===== config.mk =====
export PLATFORM = sky130hd
export DESIGN_NAME = mc_ctrl_fsm
export DESIGN_NICKNAME = d
export VERILOG_FILES = /design/src/rtl/mc_ctrl_fsm.sv
export SDC_FILE = /design/constraint.sdc
export NUM_CORES = 1
export LEC_CHECK = 0
export CAP_MARGIN = 10
export CORE_UTILIZATION = 35
export DETAILED_ROUTE_END_ITERATION = 8
export GPL_ROUTABILITY_DRIVEN = 1
export PLACE_DENSITY = 0.63
export SETUP_SLACK_MARGIN = 0.1
export SLEW_MARGIN = 20
export SYNTH_ARGS = -nofsm -noshare
export SYNTH_HDL_FRONTEND = slang
export SYNTH_SLANG_ARGS = --single-unit

===== constraint.sdc =====
create_clock -name clk -period 3.2 [get_ports clk]
set_input_delay 0.32 -clock clk [delete_from_list [all_inputs] [get_ports clk]]
set_output_delay 0.32 -clock clk [all_outputs]
set_load 0.03 [all_outputs]

===== src/rtl/mc_ctrl_fsm.sv =====
// mc_ctrl_fsm: multicycle RV32-style control unit.
// A Moore FSM sequences fetch/decode/execute, with memory handshake waits,
// a bounded memory-wait timeout that traps, a UART send sequence with a
// guard delay, and HALT/TRAP states released by halt_clr.
module mc_ctrl_fsm #(
  parameter int UART_GUARD_CYCLES = 10000,
  parameter int MEM_TIMEOUT       = 255
) (
  input  logic       clk,
  input  logic       rst,
  input  logic [6:0] opcode,
  input  logic [6:0] funct7,
  input  logic [2:0] funct3,
  input  logic       mem_ready,
  input  logic       uart_tx_done,
  input  logic       halt_clr,
  output logic [1:0] alu_src_a,
  output logic [1:0] alu_src_b,
  output logic [2:0] imm_sel,
  output logic       pc_src,
  output logic       pc_write,
  output logic       ir_write,
  output logic       reg_write,
  output logic       mem_read,
  output logic       mem_write,
  output logic       iord,
  output logic       branch,
  output logic       xor_zero,
  output logic       mem_to_reg,
  output logic [4:0] alu_ctrl,
  output logic       uart_tx_send,
  output logic       trap,
  output logic [4:0] state_o
);

  // State encoding, numbered in the order software sees on state_o
  localparam logic [4:0] S_FETCH       = 5'd0;
  localparam logic [4:0] S_DECODE      = 5'd1;
  localparam logic [4:0] S_MEM_ADDR    = 5'd2;
  localparam logic [4:0] S_MEM_READ    = 5'd3;
  localparam logic [4:0] S_MEM_WRBACK  = 5'd4;
  localparam logic [4:0] S_MEM_WRITE   = 5'd5;
  localparam logic [4:0] S_REG_EXE     = 5'd6;
  localparam logic [4:0] S_REG_WRBACK  = 5'd7;
  localparam logic [4:0] S_BRANCH      = 5'd8;
  localparam logic [4:0] S_IMMI_EXE    = 5'd9;
  localparam logic [4:0] S_IMMI_WRBACK = 5'd10;
  localparam logic [4:0] S_JUMP        = 5'd11;
  localparam logic [4:0] S_UART_INIT   = 5'd12;
  localparam logic [4:0] S_UART_GUARD  = 5'd13;
  localparam logic [4:0] S_UART_WAIT   = 5'd14;
  localparam logic [4:0] S_HALT        = 5'd15;
  localparam logic [4:0] S_TRAP        = 5'd16;

  // Opcodes recognised by the decoder
  localparam logic [6:0] OP_REG   = 7'b0110011;
  localparam logic [6:0] OP_IMM   = 7'b0010011;
  localparam logic [6:0] OP_LUI   = 7'b0110111;
  localparam logic [6:0] OP_AUIPC = 7'b0010111;
  localparam logic [6:0] OP_LOAD  = 7'b0000011;
  localparam logic [6:0] OP_STORE = 7'b0100011;
  localparam logic [6:0] OP_BR    = 7'b1100011;
  localparam logic [6:0] OP_JAL   = 7'b1101111;
  localparam logic [6:0] OP_JALR  = 7'b1100111;
  localparam logic [6:0] OP_UART  = 7'b0001011;
  localparam logic [6:0] OP_HALT  = 7'b0101011;

  // Source selects, immediate formats and ALU operations
  localparam logic [1:0] A_PC    = 2'd0;
  localparam logic [1:0] A_RS1   = 2'd1;
  localparam logic [1:0] A_ZERO  = 2'd2;
  localparam logic [1:0] A_OLDPC = 2'd3;
  localparam logic [1:0] B_RS2   = 2'd0;
  localparam logic [1:0] B_FOUR  = 2'd1;
  localparam logic [1:0] B_IMM   = 2'd2;
  localparam logic [1:0] B_SHAMT = 2'd3;
  localparam logic [2:0] IMM_I   = 3'd0;
  localparam logic [2:0] IMM_S   = 3'd1;
  localparam logic [2:0] IMM_B   = 3'd2;
  localparam logic [2:0] IMM_U   = 3'd3;
  localparam logic [2:0] IMM_J   = 3'd4;
  localparam logic [4:0] ALU_ADD  = 5'b00000;
  localparam logic [4:0] ALU_XOR  = 5'b00100;
  localparam logic [4:0] ALU_SLT  = 5'b00010;
  localparam logic [4:0] ALU_SLTU = 5'b00011;

  // Counter widths sized so the last count value is representable
  localparam int WAIT_W  = (MEM_TIMEOUT > 1) ? $clog2(MEM_TIMEOUT) : 1;
  localparam int GUARD_W = (UART_GUARD_CYCLES > 1) ? $clog2(UART_GUARD_CYCLES) : 1;
  localparam bit TIMEOUT_EN = (MEM_TIMEOUT > 0);
  localparam logic [WAIT_W-1:0] WAIT_LAST =
    (MEM_TIMEOUT > 0) ? WAIT_W'(MEM_TIMEOUT - 1) : '0;
  localparam logic [GUARD_W-1:0] GUARD_LAST = GUARD_W'(UART_GUARD_CYCLES - 1);

  logic [4:0]         state_q, state_d;
  logic [WAIT_W-1:0]  wait_cnt_q, wait_cnt_d;
  logic [GUARD_W-1:0] guard_cnt_q, guard_cnt_d;
  logic [4:0]         dispatch_state;
  logic               in_mem_wait;
  logic               timeout_hit;
  logic               is_jal;
  logic               is_jalr;
  logic               is_shift_imm;
  logic               unused_funct7_bits;

  // Only funct7[5] and funct7[0] select ALU variants
  assign unused_funct7_bits = ^{funct7[6], funct7[4:1]};

  assign is_jal       = (opcode == OP_JAL);
  assign is_jalr      = (opcode == OP_JALR);
  assign is_shift_imm = (funct3 == 3'b001) || (funct3 == 3'b101);
  assign in_mem_wait  = (state_q == S_FETCH) || (state_q == S_MEM_READ) ||
                        (state_q == S_MEM_WRITE);
  assign timeout_hit  = TIMEOUT_EN && !mem_ready && (wait_cnt_q == WAIT_LAST);
  assign state_o      = state_q;

  // Opcode dispatch out of DECODE; unknown opcodes and branch funct3 01x trap
  always_comb begin
    dispatch_state = S_TRAP;
    case (opcode)
      OP_REG:                   dispatch_state = S_REG_EXE;
      OP_IMM, OP_LUI, OP_AUIPC: dispatch_state = S_IMMI_EXE;
      OP_LOAD, OP_STORE:        dispatch_state = S_MEM_ADDR;
      OP_BR:                    dispatch_state = (funct3[2:1] == 2'b01) ? S_TRAP : S_BRANCH;
      OP_JAL, OP_JALR:          dispatch_state = S_JUMP;
      OP_UART:                  dispatch_state = S_UART_INIT;
      OP_HALT:                  dispatch_state = S_HALT;
      default:                  dispatch_state = S_TRAP;
    endcase
  end

  // Next-state logic; memory waits trap once the low-ready budget is used up
  always_comb begin
    state_d = state_q;
    case (state_q)
      S_FETCH: begin
        if (mem_ready)        state_d = S_DECODE;
        else if (timeout_hit) state_d = S_TRAP;
      end
      S_DECODE:      state_d = dispatch_state;
      S_MEM_ADDR:    state_d = (opcode == OP_LOAD) ? S_MEM_READ : S_MEM_WRITE;
      S_MEM_READ: begin
        if (mem_ready)        state_d = S_MEM_WRBACK;
        else if (timeout_hit) state_d = S_TRAP;
      end
      S_MEM_WRBACK:  state_d = S_FETCH;
      S_MEM_WRITE: begin
        if (mem_ready)        state_d = S_FETCH;
        else if (timeout_hit) state_d = S_TRAP;
      end
      S_REG_EXE:     state_d = S_REG_WRBACK;
      S_REG_WRBACK:  state_d = S_FETCH;
      S_BRANCH:      state_d = S_FETCH;
      S_IMMI_EXE:    state_d = S_IMMI_WRBACK;
      S_IMMI_WRBACK: state_d = S_FETCH;
      S_JUMP:        state_d = S_FETCH;
      S_UART_INIT:   state_d = S_UART_GUARD;
      S_UART_GUARD: begin
        if (guard_cnt_q == GUARD_LAST) state_d = S_UART_WAIT;
      end
      S_UART_WAIT: begin
        if (uart_tx_done) state_d = S_FETCH;
      end
      S_HALT, S_TRAP: begin
        if (halt_clr) state_d = S_FETCH;
      end
      default:       state_d = S_FETCH;
    endcase
  end

  // Wait and guard counters restart from zero whenever their state is entered
  always_comb begin
    wait_cnt_d  = '0;
    guard_cnt_d = '0;
    if (in_mem_wait && (state_d == state_q))
      wait_cnt_d = wait_cnt_q + WAIT_W'(1);
    if ((state_q == S_UART_GUARD) && (state_d == S_UART_GUARD))
      guard_cnt_d = guard_cnt_q + GUARD_W'(1);
  end

  // State and counter registers with asynchronous active-low reset to FETCH
  always_ff @(posedge clk or negedge rst) begin
    if (!rst) begin
      state_q     <= S_FETCH;
      wait_cnt_q  <= '0;
      guard_cnt_q <= '0;
    end else begin
      state_q     <= state_d;
      wait_cnt_q  <= wait_cnt_d;
      guard_cnt_q <= guard_cnt_d;
    end
  end

  // Moore output decode; mem_ready only gates the FETCH completion strobes
  always_comb begin
    alu_src_a    = A_PC;
    alu_src_b    = B_RS2;
    imm_sel      = IMM_I;
    alu_ctrl     = ALU_ADD;
    pc_src       = 1'b0;
    pc_write     = 1'b0;
    ir_write     = 1'b0;
    reg_write    = 1'b0;
    mem_read     = 1'b0;
    mem_write    = 1'b0;
    iord         = 1'b0;
    branch       = 1'b0;
    xor_zero     = 1'b0;
    mem_to_reg   = 1'b0;
    uart_tx_send = 1'b0;
    trap         = 1'b0;
    case (state_q)
      S_FETCH: begin
        alu_src_a = A_PC;
        alu_src_b = B_FOUR;
        mem_read  = 1'b1;
        pc_write  = mem_ready;
        ir_write  = mem_ready;
      end
      S_DECODE: begin
        alu_src_a = is_jalr ? A_RS1 : A_OLDPC;
        alu_src_b = B_IMM;
        imm_sel   = is_jal ? IMM_J : (is_jalr ? IMM_I : IMM_B);
        reg_write = is_jal || is_jalr;
      end
      S_MEM_ADDR: begin
        alu_src_a = A_RS1;
        alu_src_b = B_IMM;
        imm_sel   = (opcode == OP_LOAD) ? IMM_I : IMM_S;
      end
      S_MEM_READ: begin
        mem_read = 1'b1;
        iord     = 1'b1;
      end
      S_MEM_WRBACK: begin
        reg_write  = 1'b1;
        mem_to_reg = 1'b1;
      end
      S_MEM_WRITE: begin
        mem_write = 1'b1;
        iord      = 1'b1;
      end
      S_REG_EXE: begin
        alu_src_a = A_RS1;
        alu_src_b = B_RS2;
        alu_ctrl  = {funct7[5], funct7[0], funct3};
      end
      S_REG_WRBACK, S_IMMI_WRBACK: begin
        reg_write = 1'b1;
      end
      S_BRANCH: begin
        branch    = 1'b1;
        pc_src    = 1'b1;
        alu_src_a = A_RS1;
        alu_src_b = B_RS2;
        xor_zero  = funct3[0] ^ funct3[2];
        case (funct3[2:1])
          2'b10:   alu_ctrl = ALU_SLT;
          2'b11:   alu_ctrl = ALU_SLTU;
          default: alu_ctrl = ALU_XOR;
        endcase
      end
      S_IMMI_EXE: begin
        if (opcode == OP_LUI) begin
          alu_src_a = A_ZERO;
          alu_src_b = B_IMM;
          imm_sel   = IMM_U;
        end else if (opcode == OP_AUIPC) begin
          alu_src_a = A_OLDPC;
          alu_src_b = B_IMM;
          imm_sel   = IMM_U;
        end else begin
          alu_src_a = A_RS1;
          imm_sel   = IMM_I;
          if (is_shift_imm) begin
            alu_src_b = B_SHAMT;
            alu_ctrl  = {funct7[5], funct7[0], funct3};
          end else begin
            alu_src_b = B_IMM;
            alu_ctrl  = {2'b00, funct3};
          end
        end
      end
      S_JUMP: begin
        pc_write = 1'b1;
        pc_src   = 1'b1;
      end
      S_UART_WAIT: begin
        uart_tx_send = 1'b1;
      end
      S_TRAP: begin
        trap = 1'b1;
      end
      default: begin
      end
    endcase
  end

endmodule

==> impl_results.md, run 1 <==
- H-tree depth: 1
- DRT antenna net count: 0
- Peak VDD IR: ~0.23 mV
- Post-synthesis cell area: 0.00210 mm²
- Yosys warning total: 0
- Root Buffer: clkbuf_8
- GPL Wtd Cong: 0.823
- Via count of the first global-routing pass: 1787
- Cell Rows: 27
- Final worst slack: 375 ps
- NetSw: 0.000459 W
- Clk_skew: 11.2 ps
- Detailed Route WL: 4910 µm
- Layout filler cell count: 560
- Initial antenna violation count: 0
- Die area: between 0.006 and 0.007 mm²
- Initial Util: 0.372
- NumNets Final: 321
- CP Max Fanout: 15
- Number of flops mapped to enable cells by yosys: 0
- Synth Net Count: around 280
- Setup violations, final: 0
- CTS Sinks: 27
- # hold bufs at CTS: 0
- Post-synthesis cell type count: 55
- First-pass GRT wire length: 8370 µm
- Slowest stage delay, CP: roughly 700 ps
- WS Path Type: register to output port
- Worst hold path class: input port to async pin
- Routed len/inst: 13.4 µm
- Clock Path Buffers: 2
- CTS buffer count: 3
- Post-route DRC: 0
- Critical path's slowest cell: clkdlybuf4s50_1
- Global route total overflow: 0
- Inserted Diodes: 0
- Sequential share of power: 0.346
- #FFs+latches synth: 27
- Final hold vios: 0
- Sequential area share after synthesis: 0.322
- IO Port Bufs: 45
- Post-synth top area cell: dfrtp_1
- Worst-Margin Slew: 1030 ps
- Bufs and invs on worst path: 2
- Gate power share: 0.480
- Routed vias/inst: 5.16
- Total GRT Usage: 0.163
- Hpwl dp: roughly 3700 µm
- Clock transition at the registers of the reported paths: 100 ps
- RSZ-0062 raised after global routing: false
- Vias after detailed routing: 1895
- Final min period: 2830 ps
- Critical path data arrival time: approximately 2500 ps
- Status: completed
- Worst Setup Start Kind: register
- Layout cell share with drive strength beyond 1: 0.112
- First-iteration detailed-routing DRC count: 129
- Critical Path Sink Type: output port
- Cells after Synth: 250
- Die Width: between 70 and 80 µm
- Max-slew violation count: 0
- Critical path data required time: 2880 ps
- Synth area leaders: dfrtp_1 (32%), xor2_1 (5.8%), nor2_1 (5.0%), nand3_1 (4.3%), nor2_4 (4.3%)
- Synth Area per Inst: between 8 and 9 µm²
- Worst-Skew Late Latency: 280 ps
- Power Density: 422 mW/mm²
- Area delta synth->final: 27.5%
- CTS tree: built
- Critical path startpoint: state_o[3]
- Max_cap viols: 0
- Largest net degree at the start of global routing: 28
- Final Cycle Share: 0.883
- Achievable frequency: between 0.3 and 0.4 GHz
- Area of the multi-input gates: 0.00130 mm²
- Clock power share: 0.174
- Core Area: 0.00564 mm²
- Delay-heaviest family, CP: buffers and inverters
- Primary FF master, synth: dfrtp_1
- Setup WS pre-CTS: 373 ps
- CP cell instances: buf_4 -> nor2_1 -> nand2_1 -> o22ai_1 -> nand2_1 -> o21ai_0 -> clkdlybuf4s50_1
- Synth cell count leaders: nor2_1 (28), dfrtp_1 (27), nand2_1 (20)
- Post-route setup TNS: 0 ps
- Post-synth top area share: 0.322
- Reg2reg start: guard_cnt_q[0]
- DR pass1 iterations: 4
- Leakage: 1.03 nW
- Power Internal: 0.000671 W
- Most frequent CP cell: nand2_1
- Net Sw Frac: 0.406
- Count leader, synth: nor2_1
- Rel. slew slack: 0.313
- I/O pin count: 51
- FF+latch area: 676 µm²
- FFs w/ async S/R, synth: 1.00
- Die Y: 79.4 µm
## repair_timing
action / CTS / global route
setup endpoints to repair: 0 / 2
resized for setup: 0 / 1
setup buffers: 0 / 0
## sequential cells by signal (all words and copies together), names as in the netlist
| name | cells |
|---|---|
| guard_cnt_q | 14 |
| wait_cnt_q | 8 |
| state_o | 5 |
## final timing paths
kind	to	slack, ps	depth (start not counted)
max in group asynchronous	guard_cnt_q[5]	2530	2
hold / removal	wait_cnt_q[6]	400	2
setup reg to reg	state_o[0]	900	6
setup / recovery	alu_ctrl[2]	370	7
min in group clk	guard_cnt_q[0]	500	1
hold reg to reg	guard_cnt_q[0]	500	1
## routing by layer
layer / routed length, µm / track usage / part of all wire / vias up
li1: - / - / - / 976
met1: 2470 / 0.235 / 0.50 / 893
met2: 2270 / 0.266 / 0.46 / 26
met3: 168 / 0.0274 / 0.034 / 0
met4: 0 / 0.0164 / 0 / 0
met5: 0 / 0 / 0 / -
## kinds of logic (layout without fill, tap and decap cells)
kind of cell | count (synthesis) | after routing | share of synthesized area
compound gates | 40 | 40 | 0.131
xor+xnor | 20 | 20 | 0.0835
fa+ha+maj | 4 | 4 | 0.0227
buf+inv | 24 | 69 | 0.0627
flops | 27 | 27 | 0.322
mux | 1 | 1 | 0.00537
simple gates | 134 | 134 | 0.373
## power groups by stage
stage               Sequential [W]  Clock (W)  Combinational, W
floorplan                 0.000409          0          0.000313
CTS                       0.000390   0.000203          0.000543
global route              0.000395   0.000213          0.000580
finish                    0.000391   0.000196          0.000542
global placement          0.000397          0          0.000544
detailed placement        0.000397          0          0.000541
## per-stage QoR
step / std cells / total power (W) / util / hold slack (ps) / instance area, µm²
2_1_floorplan: 250 / 0.000722 / - / 24.4 / 2100
3_3_place_gp: 363 / 0.000941 / 0.464 / 485 / 2620
3_5_place_dp: 363 / 0.000938 / 0.464 / 488 / 2620
4_1_cts: 367 / 0.00114 / 0.473 / 416 / 2670
5_1_grt: 367 / 0.00119 / 0.474 / 430 / 2670
6_report: 367 / 0.00113 / 0.474 / 398 / 2670
## cell type report
class,instances,share of cell area
Sequential cell,27,0.253
Tap cell,72,0.0337
Inverter,10,0.0140
Clock inverter,1,0.00281
Timing Repair Buffer,55,0.197
Clock buffer,3,0.0154
Multi-Input combinational cell,199,0.485
## placed cells by master (no fill, tap or decap), types with 2 or more instances in the layout
cell type / Yosys / layout
nor2_4: 8 / 8
a21oi_1: 5 / 5
xor2_1: 14 / 14
nor4b_1: 5 / 4
and3_1: 9 / 9
nor2_2: 3 / 3
clkdlybuf4s50_1: 0 / 45
nor4_1: 2 / 2
nor3_1: 8 / 8
o21ai_0: 8 / 8
buf_4: 0 / 10
nand4_1: 4 / 4
xnor2_1: 6 / 6
a31oi_1: 2 / 2
o211ai_1: 3 / 3
a221oi_1: 2 / 2
or3_1: 2 / 2
and4_1: 4 / 4
and2b_1: 2 / 2
nor2_1: 28 / 28
nand2_1: 20 / 20
clkbuf_8: 0 / 3
dfrtp_1: 27 / 27
nand3_1: 18 / 18
nand2b_1: 5 / 5
a21o_1: 2 / 2
nor2b_1: 4 / 4
nor3b_1: 4 / 4
ha_1: 3 / 3
inv_1: 10 / 10
o22ai_1: 5 / 5
No activity file was read; power rests on OpenSTA's default activity.
==> run 2, diff against run 1 <==
--- a/config.mk
+++ b/config.mk
@@ -9,7 +9,7 @@
 export CORE_UTILIZATION = 35
 export DETAILED_ROUTE_END_ITERATION = 8
 export GPL_ROUTABILITY_DRIVEN = 1
-export PLACE_DENSITY = 0.63
+export PLACE_DENSITY = 0.65
 export SETUP_SLACK_MARGIN = 0.1
 export SLEW_MARGIN = 20
 export SYNTH_ARGS = -nofsm -noshare
==> constraint.sdc (replaced) <==
create_clock -name clk -period 2.5 [get_ports clk]
set_input_delay 0.25 -clock clk [delete_from_list [all_inputs] [get_ports clk]]
set_output_delay 0.25 -clock clk [all_outputs]
set_load 0.03 [all_outputs]
==> impl_results.md, run 2 (synthesis gave the netlist of run 1 again) <==
- Final Cycle Share: 0.918
- Rel. slew slack: 0.724 (+0.411)
- Total GRT Usage: 0.163 (-0.000319)
- Leakage: 1.21 nW (+18%)
- Final min period: roughly 2300 ps
- Number of flip-flops in the largest register: 14 (unchanged)
- Routed vias/inst: 5.23 (+1.3%)
- RSZ-0062 raised after global routing: false
- Power consumption: 0.00145 W (+29%)
- Max_cap viols: 0 (unchanged)
- Non-filler instance count after layout: 378 (+3.0%)
- Root Buffer: clkbuf_8
- Critical path data required time: 2250 ps (-630 ps)
- Worst Setup Start Kind: input port
- Status: completed
- DR pass1 iterations: 4 (unchanged)
- Die Y: 79.4 µm (unchanged)
- Routed len/inst: 13.1 µm (-2.1%)
- Post-route DRC: 0 (unchanged)
- NumNets Final: 332 (+3.4%)
- Worst hold path class: input port to async pin
- Clk_skew: 2.33 ps (-8.89 ps)
- Inserted Diodes: 0 (unchanged)
- Placed Cells incl. Taps: 374 (+3.0%)
- Clock Path Buffers: 2 (unchanged)
- Die area: 0.00631 mm² (unchanged)
- First-pass GRT wire length: 8340 µm (-0.32%)
- Critical path data arrival time: 2040 ps (-470 ps)
- CTS tree: built
- GPL Wtd Cong: 0.849 (+3.1%)
- Worst-Margin Slew: 410 ps (-620 ps)
- Cell Rows: 27 (unchanged)
- I/O pin count: 51 (unchanged)
- First-iteration detailed-routing DRC count: 149 (+16%)
- Core Area: 0.00564 mm² (unchanged)
- Largest Register: guard_cnt_q
- Achievable frequency: roughly 0.44 GHz
- Hold Worst Slack: 348 ps (-49.6 ps)
- CP Max Fanout: 4 (-11)
- Power Density: 529 mW/mm² (+25%)
- WS Path Type: input port to output port
- Worst-Skew Late Latency: 260 ps (-20 ps)
- Post-route setup TNS: 0 ps (unchanged)
- Initial antenna violation count: 0 (unchanged)
- Most frequent cells in the layout: buf_4 (29), nor2_1 (28), dfrtp_1 (24), clkdlybuf4s50_1 (24), nand2_1 (20)
- Postcts setup bufs: 0 (unchanged)
- CTS buffer count: 3 (unchanged)
- Via count of the first global-routing pass: 1762 (-1.4%)
- H-tree depth: 1 (unchanged)
- Final Cell Area: 0.00274 mm² (+2.6%)
- # hold bufs at CTS: 0 (unchanged)
- DRT antenna net count: 0 (unchanged)
- Peak VDD IR: 0.440 mV (+87%)
- Hpwl dp: 3810 µm (+3.0%)
- Reg2Reg Depth: 7 (+1)
- Detailed Route WL: 4950 µm (+0.84%)
- Commonest non-fill, non-tap cell in the layout: buf_4
- Global route total overflow: 0 (unchanged)
- Die Width: 79.4 µm (unchanged)
- Vias after detailed routing: 1978 (+4.4%)
- CTS Sinks: 27 (unchanged)
- Critical Path Sink Type: output port
- Area delta synth->final: 30.8%
- Clock transition at the registers of the reported paths: 80 ps (-20 ps)
- Setup violations, final: 0 (unchanged)
- Largest net degree at the start of global routing: 28 (unchanged)
- IO Port Bufs: 45 (unchanged)
- Layout cell share with drive strength beyond 1: 0.180 (+0.0679)
- Max-slew violation count: 0 (unchanged)
- Initial Util: 0.372 (unchanged)
- Placed cell area: 0.00269 mm² (+2.6%)
- Final hold vios: 0 (unchanged)
run 2: cell type report:
cell class / count / area, µm²
Clock buffer: 4 / 45.0
Timing Repair Buffer: 66 / 591
Multi-Input combinational cell: 199 / 1300
Sequential cell: 27 / 679
Inverter: 10 / 37.5
Tap cell: 72 / 90.1
Fill cell: 543 / 2900
run 2: stage by stage:
step | util | setup WS [ps]
global route | 0.486 | 122
finish | 0.486 | 206
floorplan | - | 120
global placement | 0.476 | 49.5
detailed placement | 0.476 | 19.5
CTS | 0.482 | 113
run 2: worst max-delay path: stages:
cell and delay [ps]:
clkdlybuf4s50_1 470, nor3b_1 290, and3_1 310, o22ai_1 150, a32o_1 220, dlygate4sd2_1 350
run 2: report_power, final:
group	internal, W	switching [W]
sequential	0.000461	0.0000561
clock	0.000114	0.000126
combinational	0.000295	0.000401
run 2: timing repair:
action                     in CTS  in global routing
gates resized for setup         8                  9
setup endpoints to repair       8                 10
cloned                          0                  0
run 2: final timing paths:
kind,from,endpoint,slack (ps)
max,opcode[4],alu_ctrl[0],210
min,rst,guard_cnt_q[1],350
max reg2reg,guard_cnt_q[0],state_o[0],590
min reg2reg,guard_cnt_q[0],guard_cnt_q[0],500
max in group asynchronous,rst,state_o[3],1880
min in group clk,guard_cnt_q[0],guard_cnt_q[0],500
run 2: metal layers:
metal  global-route usage  share of wire
met5                    0              0
met4               0.0109         0.0016
met3               0.0251          0.041
met2                0.257           0.46
met1                0.244           0.49
